<file path="config.mk">
export PLATFORM = sky130hd
export DESIGN_NAME = fnd_updown_counter
export DESIGN_NICKNAME = d
export VERILOG_FILES = /design/src/rtl/fnd_pkg.sv /design/src/rtl/tick_gen.sv /design/src/rtl/fnd_updown_counter.sv
export SDC_FILE = /design/constraint.sdc
export NUM_CORES = 1
export LEC_CHECK = 0
export CORE_ASPECT_RATIO = 0.5
export CORE_MARGIN = 3
export CORE_UTILIZATION = 55
export CTS_CLUSTER_SIZE = 20
export DETAILED_ROUTE_END_ITERATION = 10
export PLACE_DENSITY = 0.73
export SETUP_SLACK_MARGIN = 0.5
export SYNTH_ARGS = -nofsm -noshare
export SYNTH_HDL_FRONTEND = slang
export SYNTH_HIERARCHICAL = 1
export SYNTH_SLANG_ARGS = --single-unit
</file>
<file path="constraint.sdc">
create_clock -name clk -period 4.85 [get_ports clk]
set_input_delay 0.97 -clock clk [delete_from_list [all_inputs] [get_ports clk]]
set_output_delay 0.97 -clock clk [all_outputs]
set_load 0.01 [all_outputs]
</file>
<file path="src/rtl/fnd_pkg.sv">
// Shared 7-segment constants and decode for the FND display blocks.
// Segment order is {dp,g,f,e,d,c,b,a}, active-low; every pattern leaves dp unlit.
package fnd_pkg;

  localparam logic [7:0] SEG_0     = 8'hC0;
  localparam logic [7:0] SEG_1     = 8'hF9;
  localparam logic [7:0] SEG_2     = 8'hA4;
  localparam logic [7:0] SEG_3     = 8'hB0;
  localparam logic [7:0] SEG_4     = 8'h99;
  localparam logic [7:0] SEG_5     = 8'h92;
  localparam logic [7:0] SEG_6     = 8'h82;
  localparam logic [7:0] SEG_7     = 8'hF8;
  localparam logic [7:0] SEG_8     = 8'h80;
  localparam logic [7:0] SEG_9     = 8'h90;
  localparam logic [7:0] SEG_BLANK = 8'hFF;

  localparam logic [3:0] BCD_MAX = 4'd9;

  // Non-BCD nibbles blank the digit rather than showing garbage.
  function automatic logic [7:0] seg_decode(input logic [3:0] digit, input logic dp_on);
    logic [7:0] pat;
    case (digit)
      4'd0:    pat = SEG_0;
      4'd1:    pat = SEG_1;
      4'd2:    pat = SEG_2;
      4'd3:    pat = SEG_3;
      4'd4:    pat = SEG_4;
      4'd5:    pat = SEG_5;
      4'd6:    pat = SEG_6;
      4'd7:    pat = SEG_7;
      4'd8:    pat = SEG_8;
      4'd9:    pat = SEG_9;
      default: pat = SEG_BLANK;
    endcase
    return dp_on ? (pat & 8'h7F) : pat;
  endfunction

endpackage

</file>
<file path="src/rtl/tick_gen.sv">
// Prescaler emitting a one-cycle tick every CLK_HZ/OUT_HZ enabled cycles.
// Counter is held at zero while disabled or cleared, so a restart always takes a full period.
module tick_gen #(
  parameter int CLK_HZ = 100_000_000,
  parameter int OUT_HZ = 10
) (
  input  logic clk,
  input  logic reset,
  input  logic en,
  input  logic clr,
  output logic tick
);

  localparam int DIV = CLK_HZ / OUT_HZ;
  localparam int CW  = (DIV > 1) ? $clog2(DIV) : 1;
  localparam logic [CW-1:0] LAST = CW'(DIV - 1);

  logic [CW-1:0] cnt;

  assign tick = en && !clr && (cnt == LAST);

  always_ff @(posedge clk or posedge reset) begin
    if (reset) begin
      cnt <= '0;
    end else if (clr || !en || cnt == LAST) begin
      cnt <= '0;
    end else begin
      cnt <= cnt + 1'b1;
    end
  end

endmodule

</file>
<file path="src/rtl/fnd_updown_counter.sv">
// DIGITS-wide BCD up/down counter with run/clear and multiplexed active-low 7-segment drive.
// Count steps one edge after its tick; fnd_digit/fnd_data are registered one cycle behind the scan index.
module fnd_updown_counter
  import fnd_pkg::*;
#(
  parameter int CLK_HZ  = 100_000_000,
  parameter int TICK_HZ = 10,
  parameter int SCAN_HZ = 1000,
  parameter int DIGITS  = 4
) (
  input  logic              clk,
  input  logic              reset,
  input  logic              run,
  input  logic              clear,
  input  logic              mode,
  output logic [DIGITS-1:0] fnd_digit,
  output logic [7:0]        fnd_data
);

  localparam int IW = $clog2(DIGITS);
  localparam logic [IW-1:0] LAST_IDX = IW'(DIGITS - 1);
  localparam logic [DIGITS-1:0] ONE_HOT0 = {{(DIGITS-1){1'b0}}, 1'b1};

  logic              count_tick;
  logic              scan_tick;
  logic [3:0]        bcd [DIGITS];
  logic [DIGITS-1:0] step;
  logic [IW-1:0]     idx;
  logic [7:0]        seg;

  tick_gen #(.CLK_HZ(CLK_HZ), .OUT_HZ(TICK_HZ)) u_count_tick (
    .clk   (clk),
    .reset (reset),
    .en    (run),
    .clr   (clear),
    .tick  (count_tick)
  );

  tick_gen #(.CLK_HZ(CLK_HZ), .OUT_HZ(SCAN_HZ)) u_scan_tick (
    .clk   (clk),
    .reset (reset),
    .en    (1'b1),
    .clr   (1'b0),
    .tick  (scan_tick)
  );

  // step[i] marks digit i changing this cycle; it ripples up through digits sitting at their wrap value.
  assign step[0] = count_tick;

  for (genvar i = 0; i < DIGITS; i++) begin : g_digit
    if (i < DIGITS - 1) begin : g_carry
      logic at_limit;
      assign at_limit  = mode ? (bcd[i] == 4'd0) : (bcd[i] == BCD_MAX);
      assign step[i+1] = step[i] && at_limit;
    end

    always_ff @(posedge clk or posedge reset) begin
      if (reset) begin
        bcd[i] <= 4'd0;
      end else if (clear) begin
        bcd[i] <= 4'd0;
      end else if (step[i]) begin
        if (mode) begin
          bcd[i] <= (bcd[i] == 4'd0) ? BCD_MAX : bcd[i] - 4'd1;
        end else begin
          bcd[i] <= (bcd[i] == BCD_MAX) ? 4'd0 : bcd[i] + 4'd1;
        end
      end
    end
  end

  always_ff @(posedge clk or posedge reset) begin
    if (reset) begin
      idx <= '0;
    end else if (scan_tick) begin
      idx <= (idx == LAST_IDX) ? '0 : idx + 1'b1;
    end
  end

  assign seg = seg_decode(bcd[idx], run && (idx == '0));

  always_ff @(posedge clk or posedge reset) begin
    if (reset) begin
      fnd_digit <= ~ONE_HOT0;
      fnd_data  <= SEG_0;
    end else begin
      fnd_digit <= ~(ONE_HOT0 << idx);
      fnd_data  <= seg;
    end
  end

endmodule

</file>
==> flow_metrics.tcl <==
set metrics [dict create \
    ff_latch_area_mm2 0.00178 \
    cts_tree "built" \
    status "completed" \
    setup_viol_count_final 0 \
    drc 0 \
    syn2layout_area_growth_pct 12.0 \
    ys_ff_latch 71 \
    clock-root-buffer "clkbuf_16" \
    async_flop_share_pct 100 \
    avgViaCountPerCell 5.98 \
    dpl.hpwl_um 5810 \
    drt-met1-wl_um 3720 \
    grt_first_pass_wirelength_um 15000 \
    fin_crit_sh_pct 64.0 \
    rows 21 \
    power_per_cell_area_mw_per_mm2 363 \
    finalWorstSetupSlack_ns 1.74 \
    synth_common_cells "dfrtp_1 (66), nor2_1 (47), nand2_1 (31)" \
    cts_htree_levels 3 \
    hold_class "reg -> reg" \
    cts_made_buffers 9 \
    hold_viol 0 \
    ant_nets 0 \
    worst_slew_pin_slew_ns 0.918 \
    yosysMostFrequentCell "dfrtp_1" \
    period_minus_slack_ns 3.11 \
    post-cts-setup-buffer-count 0 \
    multi_input_area_mm2 0.00222 \
    drive_gt1_share_pct 10.0 \
    netlist_area_mm2 0.00419 \
    cp_max_fo 27 \
    core_area_mm2 0.00702 \
    n_antenna_cell 0 \
    clkLatencyLatePin_ns 0.34 \
    dieArea_mm2 0.00877 \
    design_area_mm2 0.00470 \
    drv_cap 0 \
    hold_slack_ns 0.479 \
    rsz0062_at_grt "false" \
    route.met3.wl_um 445 \
    cts.path.max_buffers 2 \
    synthFlopType "dfrtp_1" \
    routed_wl_um 8500 \
    synthCells 437 \
    place_congestion 0.880 \
    grt_start_max_net_pins 31 \
    clock_skew_ns 0.00640 \
    syn_avg_cell_area_um2 9.60 \
    grt_pass1_vias 3194 \
    num_vias 3289 \
    io_pins 17 \
    drt-initial-drc-count 223 \
    critPathRequiredTime_ns 5.07 \
    overflow 0 \
    die_w_um 129 \
    arrival_ns 3.33 \
    placed_cell_area_mm2 0.00440 \
    cts_resized 0 \
    synth_edf_count 0 \
    synth_top_cell_by_area "dfrtp_1" \
    ys_seq_area_share_pct 42.5 \
    fin_setup_tns_ns 0 \
    final_core_util_pct 67.0 \
    grt_usage_pct 22.2 \
    worstSetupStartpointType "primary input" \
    antenna_found_initial 0 \
    fill_cells 545 \
    ctsHoldBuffers 0 \
    max-vdd-ir-drop_mv 0.211 \
    synth_top_area_share_pct 39.4 \
    power_leakage_uw 0.00196 \
    ys_top_cells_by_area "dfrtp_1 (39%), ha_1 (6.3%), nor2_1 (4.2%), a21oi_1 (3.3%), xnor2_1 (3.3%)" \
    end_kind "flop" \
    die_h_um 67.7 \
    wl_met2_um 4120 \
    pre_cts_ws_ns 1.45 \
    critPathKind "in -> reg" \
    clock-sinks 71 \
    wl_per_cell_um 15.4 \
    slew_headroom_pct 38.7 \
    dr.pass1.iters 5 \
    yosysUniqueCellTypes 56 \
    yosysWarnings 6 \
    clkTransAtPathRegs_ns 0.05 \
    max_freq_mhz 322 \
    layout.nets 479 \
    io_buffer_count 16 \
    top_layer "met4" \
    start_util_pct 59.8 \
    slew_violations 0 \
]
==> metal layers <==
| layer | vias to the layer above | GRT usage (%) |
|---|---|---|
| met4 | 0 | 10.4 |
| met3 | 20 | 6.16 |
| met2 | 104 | 39.0 |
| met5 | - | 0 |
| met1 | 1580 | 25.8 |
| li1 | 1585 | - |
==> area by class of cell <==
type / count / area share [%]
clock inverter: 6 / 1.28
sequential: 71 / 38.0
tap: 92 / 2.45
inverter: 26 / 2.08
clock buffer: 10 / 5.09
multi-input combinational: 326 / 47.3
timing repair buffer: 19 / 3.89
==> cells in the final DEF, fill, tap and decap left out, drive strengths merged, types with 3 or more instances in the layout <==
| cell type | n |
|---|---|
| a311oi | 3 |
| buf | 3 |
| mux2i | 4 |
| xnor2 | 16 |
| nor4bb | 5 |
| nor4 | 5 |
| ha | 21 |
| and3 | 5 |
| mux2 | 3 |
| nand3b | 7 |
| nor3 | 9 |
| or3 | 13 |
| dfstp | 5 |
| nor2b | 3 |
| clkdlybuf4s50 | 16 |
| a31oi | 4 |
| o31ai | 8 |
| xor2 | 12 |
| a21o | 3 |
| nor2 | 47 |
| o21ai | 24 |
| nand4 | 11 |
| inv | 25 |
| dfrtp | 66 |
| or4b | 3 |
| mux4 | 4 |
| nand3 | 17 |
| nor3b | 3 |
| clkinv | 4 |
| or4 | 8 |
| nand2 | 31 |
| a22o | 6 |
| conb | 4 |
| clkbuf | 10 |
| nand2b | 5 |
| a21oi | 30 |
==> cells by family after synthesis <==
group	count (synthesis)	share of synthesized area (%)
simple gates	178	23.8
compound gates	84	12.4
flops	71	42.5
buf+inv	42	4.74
xor+xnor	28	5.85
fa+ha+maj	21	6.26
mux	11	4.18
other cells	2	0.179
==> critical path, stage by stage <==
cell and delay, ns:
clkdlybuf4s50_1 1.03, nor4bb_1 0.18, or3_1 0.42, o21ai_2 0.17, nand2b_4 0.25, mux2_4 0.30
==> power breakdown <==
part           internal [µW]  total (µW)  switching, µW  leakage (µW)
logic                    164         346            182      0.000866
clock network            409         658            249      0.000144
registers                647         699           52.0      0.000947
==> registers in the layout, summed over array words and instances, names as in the netlist <==
name and cells:
bcd 16, fnd_data 8, fnd_digit 4, idx 2, u_count_tick/cnt 24, u_scan_tick/cnt 17
==> per-stage QoR <==
| step | std cells | total power, µW |
|---|---|---|
| after floorplan | 439 | 938 |
| after global placement | 534 | 1030 |
| after detailed placement | 534 | 1050 |
| after CTS | 550 | 1720 |
| after global routing | 550 | 1790 |
| final | 550 | 1700 |
==> final timing paths <==
check                                     from              endpoint  slack, ns  cells after the start
max                                       mode                bcd[3]       1.74                      6
min                         u_scan_tick/cnt[0]    u_scan_tick/cnt[0]       0.48                      1
max reg2reg                u_count_tick/cnt[0]                bcd[3]       2.06                      9
min reg2reg                 u_scan_tick/cnt[0]    u_scan_tick/cnt[0]       0.48                      1
max in group asynchronous                reset  u_count_tick/cnt[16]       3.07                      2
min in group asynchronous                reset          fnd_digit[0]       1.09                      3
(Power assumes the default switching activity.)
==> RTL edit (config.mk and constraints unchanged) <==
The parameter `DIGITS` goes from 4 to 8.
--- a/src/rtl/fnd_updown_counter.sv
+++ b/src/rtl/fnd_updown_counter.sv
@@ -8,3 +8,3 @@
   parameter int SCAN_HZ = 1000,
-  parameter int DIGITS  = 4
+  parameter int DIGITS  = 8
 ) (
Interface: changed (resized fnd_digit); port bits go from 17 to 21. The function was not compared with the original's and may differ.
==> RTL edit against the original RTL <==
Total power fell by 3.3%. Wire length rose by 41%. Setup slack got worse by 0.58 ns. Count of clock-buffer cells in the layout did not move. Hold slack improved by 0.013 ns. Sequential cell count rose by 21. Design area rose by 36%. Area after synthesis rose by 39%. Via count rose by 42%. Critical path type is now flop to flop. Highest routed layer unchanged.
==> RTL edit: results (changes against the original RTL) <==
total number of vias = 4660 (+42%)
clk_skew = 0.00646 ns (+0.0000561 ns)
port bufs = 20 (+4)
total CTS buffers = 9 (unchanged)
number of global-route vias before repair = 4285 (+34%)
clk root buf = clkbuf_16
initial drt markers = 465 (+110%)
Final nets = 674 (+41%)
DRC = 0 (unchanged)
Final GP Congestion = 0.848 (-3.6%)
WL per Instance = 15.3 um (-1.2%)
Placed Instance Area = 6070 um2 (+38%)
final std cells w/o fill = 784 (+43%)
DP Worst Slack = 0.922 ns (-0.525 ns)
initial antenna violation count = 0 (unchanged)
H-tree Lvls = 3 (unchanged)
first-pass GRT wire length = 20500 um (+37%)
Synth Instances = 644 (+47%)
Hold Path Class = flop to flop
largest registers = bcd (32), u_count_tick/cnt (24), u_scan_tick/cnt (17)
CTS resizes = 0 (unchanged)
worst skew pair latency = 0.34 ns (about the same)
ys async rst share = 100% (unchanged)
Final ANT Viol Nets = 0 (unchanged)
Ant. Diodes = 0 (unchanged)
Sw Ratio = 22.6% (-5.7 points)
share of cells above drive strength 1 = 8.17% (-1.9 points)
outcome = finished, final reports clean
filler cell count = 813 (+49%)
Netlist cell types = 65 (+16%)
LEAKAGE = 2.53 nW (+29%)
dpl hpwl = 8100 um (+39%)
commonest cells in the netlist = dfrtp_1 (83), nor2_1 (72), a21oi_1 (50), o21ai_0 (42), nand2_1 (41)
yosys warns = 6 (unchanged)
largest cells by area after synthesis = dfrtp_1 (36%), ha_1 (5.4%), nor2_1 (4.6%)
CTS Buffer Depth = 2 (unchanged)
Tot GR Track Use = 21.3% (-0.87 points)
sequential fraction of the synthesis area = 39.6% (-2.9 points)
Pre-Repair DR Iteration Count = 5 (unchanged)
VDD IR-drop max = 0.162 mV (-23%)
Max-slew headroom = 27.6% (-11 points)
CTS Hold Buffers Added = 0 (unchanged)
pin count of the biggest net entering global routing = 52 (+68%)
postcts setup bufs = 0 (unchanged)
CP max FO = 14 (-48%)
CP arrival = 3.95 ns (+0.62 ns)
Clock Pin Slew Worst Setup and Hold Paths = 0.07 ns (+0.02 ns)
Inst Count DP = 768 (+44%)
## RTL edit: cell count changes after synthesis, sizes merged, moves of 6 or more
cell,before,now
nand2b,5,12
nor2,47,72
a21oi,30,51
nand2,31,41
xnor2,16,24
or3,13,21
a22o,6,0
nor2b,3,13
dfrtp,66,83
clkbuf,3,26
o21ai,24,42
## RTL edit: layout make-up
| cell class | instances | area, um2 | area share (%) |
|---|---|---|---|
| Timing Repair Buffer | 24 | 225 | 3.52 |
| Clock inverter | 6 | 93.8 | 1.47 |
| Tap cell | 135 | 169 | 2.64 |
| Inverter | 29 | 109 | 1.70 |
| Sequential cell | 92 | 2310 | 36.1 |
| Clock buffer | 10 | 239 | 3.73 |
| Multi-Input combinational cell | 488 | 3250 | 50.8 |
## RTL edit: kinds of logic (layout without fill, tap and decap cells)
family	Yosys count	in the layout	synth area share, %
other cells	2	4	0.129
mux	16	16	4.71
fa+ha+maj	25	25	5.35
xor+xnor	39	39	5.84
buf+inv	66	69	4.90
simple gates	260	260	24.6
compound gates	144	144	14.9
flops	92	92	39.6
## RTL edit: power by group through the flow
stage          logic, mW  registers (mW)  clock network [mW]
2_1_floorplan     0.0627           0.793                   0
3_3_place_gp      0.0835           0.796                   0
3_5_place_dp      0.0841           0.796                   0
4_1_cts           0.0845           0.782               0.795
5_1_grt           0.0940           0.782               0.828
6_report          0.0832           0.781               0.781
## RTL edit: final timing paths
check / startpoint / endpoint / slack, ns / cells past startpoint
setup / recovery: u_count_tick/cnt[0] / bcd[3] / 1.16 / 10
hold / removal: u_scan_tick/cnt[0] / u_scan_tick/cnt[0] / 0.49 / 1
setup reg to reg: u_count_tick/cnt[0] / bcd[3] / 1.16 / 10
hold reg to reg: u_scan_tick/cnt[0] / u_scan_tick/cnt[0] / 0.49 / 1
max in group asynchronous: reset / bcd[18] / 2.83 / 2
min in group asynchronous: reset / u_scan_tick/cnt[14] / 1.17 / 2
## RTL edit: worst max-delay path, cell delays in order (launching register included)
cell	delay [ns]
dfrtp_1	0.40
ha_1	0.26
nand2_1	0.12
or4_1	0.58
nor3_1	0.21
buf_4	0.18
nand2b_1	0.10
a211o_1	0.48
or4_4	0.69
or3_1	0.39
a21oi_1	0.17
## RTL edit: routing by layer
layer | part of all wire, % | global-route usage [%] | wire [um] | vias to the layer above
met3 | 4.0 | 4.79 | 474 | 10
met2 | 48 | 35.3 | 5740 | 88
met1 | 47 | 28.5 | 5630 | 2253
met5 | 0 | 0 | 0 | -
met4 | 0.99 | 5.65 | 119 | 0
li1 | - | - | - | 2309
